$ cat src/rtl/regfile_write_arbiter.sv
// Round-robin arbiter for the regfile write port, with a flush sequencer that zeroes every register.
// Latency: 1 cycle from request (or flush step) to registered rf_* outputs. Backpressure: requesters hold valid until acked; a flush stalls all requesters.
module regfile_write_arbiter #(
    parameter int NUM_REQ = 3,
    parameter int IDX_W   = 2,
    parameter int DATA_W  = 8
) (
    input  logic                        clock,
    input  logic                        clear_n,
    input  logic [NUM_REQ-1:0]          req_valid,
    input  logic [NUM_REQ*IDX_W-1:0]    req_index,
    input  logic [NUM_REQ*DATA_W-1:0]   req_data,
    output logic [NUM_REQ-1:0]          req_ack,
    input  logic                        flush_req,
    output logic                        busy,
    output logic                        flush_done,
    output logic                        rf_write,
    output logic [IDX_W-1:0]            rf_write_index,
    output logic [DATA_W-1:0]           rf_write_data
);

    localparam int PTR_W = (NUM_REQ > 1) ? $clog2(NUM_REQ) : 1;
    localparam logic [IDX_W-1:0] LAST_IDX = '1;

    typedef enum logic [1:0] {ST_IDLE, ST_FLUSH, ST_DONE} state_t;

    state_t              state_q, state_d;
    logic [PTR_W-1:0]    rr_q, rr_d;
    logic [IDX_W-1:0]    cnt_q, cnt_d;
    logic                rf_write_q, rf_write_d;
    logic [IDX_W-1:0]    rf_index_q, rf_index_d;
    logic [DATA_W-1:0]   rf_data_q, rf_data_d;
    logic [NUM_REQ-1:0]  ack_q, ack_d;
    logic                busy_q, busy_d;
    logic                done_q, done_d;

    logic [NUM_REQ-1:0]  eligible;
    logic                grant_found;
    logic [PTR_W-1:0]    grant_idx;
    logic [PTR_W:0]      cand;

    always_comb begin
        // A requester acked this cycle still shows valid; mask it so it is not granted twice.
        eligible    = req_valid & ~ack_q;
        grant_found = 1'b0;
        grant_idx   = '0;
        cand        = '0;
        for (int k = 0; k < NUM_REQ; k++) begin
            cand = {1'b0, rr_q} + (PTR_W+1)'(k);
            if (cand >= (PTR_W+1)'(NUM_REQ)) begin
                cand = cand - (PTR_W+1)'(NUM_REQ);
            end
            if (!grant_found && eligible[cand[PTR_W-1:0]]) begin
                grant_found = 1'b1;
                grant_idx   = cand[PTR_W-1:0];
            end
        end
    end

    always_comb begin
        state_d    = state_q;
        rr_d       = rr_q;
        cnt_d      = cnt_q;
        rf_write_d = 1'b0;
        rf_index_d = rf_index_q;
        rf_data_d  = rf_data_q;
        ack_d      = '0;
        busy_d     = 1'b0;
        done_d     = 1'b0;
        case (state_q)
            ST_IDLE: begin
                if (flush_req) begin
                    state_d = ST_FLUSH;
                    cnt_d   = '0;
                end else if (grant_found) begin
                    rf_write_d       = 1'b1;
                    ack_d[grant_idx] = 1'b1;
                    rf_index_d       = req_index[grant_idx*IDX_W +: IDX_W];
                    rf_data_d        = req_data[grant_idx*DATA_W +: DATA_W];
                    if (grant_idx == PTR_W'(NUM_REQ-1)) begin
                        rr_d = '0;
                    end else begin
                        rr_d = grant_idx + 1'b1;
                    end
                end
            end
            ST_FLUSH: begin
                rf_write_d = 1'b1;
                rf_index_d = cnt_q;
                rf_data_d  = '0;
                busy_d     = 1'b1;
                cnt_d      = cnt_q + 1'b1;
                if (cnt_q == LAST_IDX) begin
                    state_d = ST_DONE;
                end
            end
            ST_DONE: begin
                done_d  = 1'b1;
                state_d = ST_IDLE;
            end
            default: state_d = ST_IDLE;
        endcase
    end

    always_ff @(posedge clock or negedge clear_n) begin
        if (!clear_n) begin
            state_q    <= ST_IDLE;
            rr_q       <= '0;
            cnt_q      <= '0;
            rf_write_q <= 1'b0;
            rf_index_q <= '0;
            rf_data_q  <= '0;
            ack_q      <= '0;
            busy_q     <= 1'b0;
            done_q     <= 1'b0;
        end else begin
            state_q    <= state_d;
            rr_q       <= rr_d;
            cnt_q      <= cnt_d;
            rf_write_q <= rf_write_d;
            rf_index_q <= rf_index_d;
            rf_data_q  <= rf_data_d;
            ack_q      <= ack_d;
            busy_q     <= busy_d;
            done_q     <= done_d;
        end
    end

    assign req_ack        = ack_q;
    assign busy           = busy_q;
    assign flush_done     = done_q;
    assign rf_write       = rf_write_q;
    assign rf_write_index = rf_index_q;
    assign rf_write_data  = rf_data_q;

endmodule

$ cat config.mk
export PLATFORM = sky130hd
export DESIGN_NAME = regfile_write_arbiter
export DESIGN_NICKNAME = d
export VERILOG_FILES = /design/src/rtl/regfile_write_arbiter.sv
export SDC_FILE = /design/constraint.sdc
export NUM_CORES = 1
export LEC_CHECK = 0
export CORE_ASPECT_RATIO = 0.7
export CORE_MARGIN = 2
export CORE_UTILIZATION = 40
export DETAILED_ROUTE_END_ITERATION = 10
export GPL_ROUTABILITY_DRIVEN = 0
export HOLD_SLACK_MARGIN = 0.12
export PLACE_DENSITY = 0.83
export SLEW_MARGIN = 25
export SYNTH_ARGS = -nofsm -noshare
export SYNTH_HDL_FRONTEND = slang
export SYNTH_SLANG_ARGS = --single-unit
export TNS_END_PERCENT = 10
$ cat constraint.sdc
create_clock -name clock -period 2.2 [get_ports clock]
set_input_delay 0.22 -clock clock [delete_from_list [all_inputs] [get_ports clock]]
set_output_delay 0.22 -clock clock [all_outputs]
set_load 0.03 [all_outputs]
# Word-level counts from Yosys, hierarchy flattened
# Cells that the tools add are included.
# totals
regBits,22
in_bits,36
elab_cells,85
# classes
n_lt_le_gt_ge,8
mux,37
shifts,2
addsub,7
eq_ne,8
reduce_logical,11
bitwise,3
# ops
cell,count
$mux 2,12
$shiftx 24x6->8,1
$mux 8,2
$pmux 8 s2,1
$lt 2x3->1 const B,4
$pmux 2 s2,3
$mux 1,11
$mux 3,3
$ne 2x2->1 const B,4
$bmux 1 s2,3
$eq 2x2->1 const B,3
$ge 3x2->1 const B,2
$reduce_and 3->1,2
$shiftx 6x4->2,1
$sub 2x2->2 const B,3
$add 2x1->2 const B,2
$reduce_and 2->1,2
$add 2x1->3 const B,1
$add 2x2->3 const B,1
$and 3x3->3,1
$logic_and 1x1->1,3
$not 3->3,1
$demux 1 s2,1
$eq 2x1->1 const B,1
7 further kinds,8

# Logic depth before layout (Yosys ltp)
# logic_depth
ltp_word,18
depth_mapped,10
mapped_depth_nobuf,8

# Worst setup path after synthesis
# OpenSTA, ideal clock, no wires.
# synth_timing
kind,flip-flop to flip-flop
startpoint,reg rr_q[1]
endpoint,"reg rf_index_q[0], in the netlist rf_write_index[0]"
path_buffers,1
arrival_ps,2030
synth_period_minus_slack_ps,2156
path_slack_ps,44
setup_ps,126
t_required_ps,2074
stages_incl_launch_ff,10
cell_sequence,dfrtp_1 -> inv_1 -> ha_1 -> or3b_1 -> a21boi_1 -> o221a_4 -> a21oi_2 -> o21bai_2 -> buf_6 -> a221o_1
# synth_between
elab_chain_len,15
# synth_lines
item,line,source
from (decl),28,"logic [PTR_W-1:0] rr_q, rr_d;"
from (signal assigned),118,rr_q <= rr_d;
"parallel branches: the longest is 15 deep, another holds $add 2x1->3",n/a,
to (signal assigned),121,rf_index_q <= rf_index_d;
to (decl),31,"logic [IDX_W-1:0] rf_index_q, rf_index_d;"
# Several ways; the timed one is not identified. The select of a mux whose other input is x is not followed.
# A chain may end at the register's enable or synchronous reset.

# Final worst setup path
# layout_timing
startpoint,reg rr_q[1]
endpoint,"reg rf_index_q[1], in the netlist rf_write_index[1]"
# Same word-level chain as after synthesis.

==> impl_metrics.yaml <==
outcome:
  status: "finished, violations left"
  violations: "setup timing"
setup_path:
  start_kind: "flop"
  cp-end-kind: "flop"
  slowest_delay_ns: 0.39
  worstPathArrival_ns: 2.35
  required_ns: 2.34
  path_cells: "buf_4 -> ha_4 -> nor4b_2 -> a31oi_2 -> o221a_4 -> buf_4 -> a21bo_4 -> a21oi_1 -> a221o_1"
  cp_common_cell: "buf_4"
  critPathSlowestCell: "dfrtp_1"
  path_max_fanout: 8
  crit_type: "flop to flop"
grt:
  grt_overflow: 0
  grt_pass1_vias: 1413
  gr-usage-met3_pct: 5.333
  gr-usage-all-layers_pct: 22.52
  grt_use_met1_pct: 30.42
  grt_pass1_wl_mm: 6.651
  grt-busiest-layer: "met2"
  use_met2_pct: 36.43
  grt_max_degree: 23
  antenna_found_initial: 0
yosys:
  async_reset_ff_share_pct: 100.0
  yosys_warnings: 0
  syn_inst: 149
  synth.net_count: 189
  synthDistinctLibCells: 44
  synth_top_area_share_pct: 39.46
  yosys.area.top_type: "dfrtp_1"
  ys_seq_area_share_pct: 39.46
  syn_area_per_cell_um2: 9.363
  yosys-top-cells-area: "dfrtp_1 (39%), a221o_1 (7.2%), a21oi_1 (5.7%)"
  synth_flop_cell: "dfrtp_1"
  synth-edff-count: 0
  ys_seq_elements: 22
  syn_area_um2: 1395
cells_and_area:
  final_layout_size_suffix_gt1_share_pct: 20.10
  finalNonFillerCells: 256
  fin_util_pct: 66.87
  area_growth_pct: 54.98
  antennaDiodeCount: 0
  fillers: 252
  fin_nets: 251
sta:
  max_freq_mhz: 454.1
  drv_slew: 0
  min_period_over_period_pct: 100.1
  rsz0062_at_grt: "true"
  tightest_slew_ns: 0.4206
  setup_violations: 1
  setup_slack_ns: -0.002257
  clock-skew-final_ns: 0.009086
  finalHoldViolCount: 0
  max_slew_margin_pct: 71.74
  fin_setup_tns_ns: -0.002257
  period_needed_ns: 2.202
cts:
  clockBufferDepth: 2
  htreeDepth: 1
  numCtsBuffers: 3
  cts_tree: "done"
  clkSinkCount: 22
  root_buffer: "clkbuf_8"
  clkTransAtPathRegs_ns: 0.08
  clk_latency_ns: 0.26
hold_path:
  hp-class: "primary input to asynchronous set/reset pin"
detailed_routing:
  vias_per_cell: 5.742
  drt_iter0_drc: 134
  antenna_left: 0
  wl_per_cell_um: 17.21
  drtPass1Iterations: 4
  via_count: 1470
  post-route-drc-count: 0
  wl_mm: 4.407
job:
  cap_violations: 0
die:
  die-area_um2: 3984
  num_rows: 17
  fp.dieW_um: 74.59
  dieHeight_um: 53.41
  core_um2: 3233
  initial_core_util_pct: 43.15
  io-pin-count: 52
pwr:
  ir_drop_mv: 0.5207
  total_power_mw: 2.979
  p_per_area_nw_per_um2: 1378
  leakagePower_nw: 0.9034
place:
  dp_slack_ns: -0.1678
  portBuffers: 51
  dp_hpwl_mm: 2.924
  dp_cells: 249
==> stage by stage <==
step                hold slack [ns]  instance area (µm²)
floorplan                  -0.07559                 1395
global placement             0.4967                 1986
detailed placement           0.4980                 1986
CTS                          0.3240                 2122
global route                 0.3469                 2162
finish                       0.3105                 2162
==> area by class of cell <==
| type | count | area, µm² | area share (%) |
|---|---|---|---|
| multi-input cells | 109 | 847.1 | 39.18 |
| repair buffers | 67 | 634.4 | 29.34 |
| flip-flops and latches | 22 | 550.5 | 25.46 |
| well taps | 47 | 58.81 | 2.720 |
| clock buffers | 3 | 41.29 | 1.910 |
| inverters | 8 | 30.03 | 1.389 |
==> what timing repair did <==
item / CTS / global route
hold buffers: 0 / 0
setup endpoints to repair: 10 / 11
gates resized for setup: 12 / 13
pin swaps: 13 / 5
buffers inserted: 3 / 0
endpoints found under the hold margin: 0 / 0
gates cloned: 1 / 0
==> sequential cells by signal (all words and copies together) (netlist names) <==
signal,count
busy,1
cnt_q,2
flush_done,1
rr_q,2
state_q,2
rf_write_data,8
req_ack,3
rf_write,1
rf_write_index,2
==> critical path: cells and delay by family (launching register included) <==
family | cells | cell delay, ns
compound gates | 5 | 1.04
flops | 1 | 0.39
fa+ha+maj | 1 | 0.32
buf+inv | 2 | 0.27
simple gates | 1 | 0.06
==> Yosys cell counts (2+ instances only) <==
cell and instances:
clkbuf_1 4, o31ai_1 2, and2_2 4, dfrtp_1 22
nor2b_1 4, nand2_1 6, mux2i_1 2, buf_6 2
o21ai_0 15, buf_2 2, nand3b_1 2, nand3_1 13
a21oi_1 16, inv_1 8, ha_1 4, nor3_1 4
a221o_1 10, nor2_1 3
==> layout by cell type (no fill, tap or decap), types with 2 or more instances in the layout <==
cell type,n
inv_1,7
dfrtp_1,22
a221o_1,10
nor2b_1,4
nand3b_1,2
clkbuf_8,3
o21ai_1,2
nand2_1,6
mux2i_1,2
buf_4,15
nor3_1,4
nor2_1,3
o21ai_0,13
clkdlybuf4s50_1,51
ha_1,2
a21oi_1,15
o21bai_4,2
nand3_1,13
and2_2,3
ha_4,2
==> path summary, 6_finish.rpt <==
check                                       from                 to  slack (ns)  depth (start not counted)
worst min-delay path                     clear_n         req_ack[0]        0.31                          2
max in group asynchronous                clear_n         req_ack[2]        1.66                          2
worst max-delay path                     rr_q[1]  rf_write_index[1]      -0.002                          9
worst min register to register  rf_write_data[2]   rf_write_data[2]        0.53                          1
min in group clock              rf_write_data[2]   rf_write_data[2]        0.53                          1
worst max register to register           rr_q[1]  rf_write_index[1]      -0.002                          9
==> cell families after synthesis <==
group / count (synthesis) / share of synthesized area [%]
and+or+nand+nor: 44 / 18.48
DFF: 22 / 39.46
adders and majority gates: 4 / 3.588
muxes: 3 / 2.242
AOI/OAI and AO/OA: 57 / 28.61
buffers and inverters: 19 / 7.623
==> power breakdown <==
part | switching (mW) | internal [mW]
logic | 1.09 | 0.952
clock network | 0.117 | 0.122
registers | 0.141 | 0.557
==> per-layer routing <==
layer / wire, µm / share of wire [%]
met3: 366 / 8.3
met4: 64 / 1.5
met1: 1957 / 44
met2: 2018 / 46
met5: 0 / 0
(Power assumes the default switching activity.)
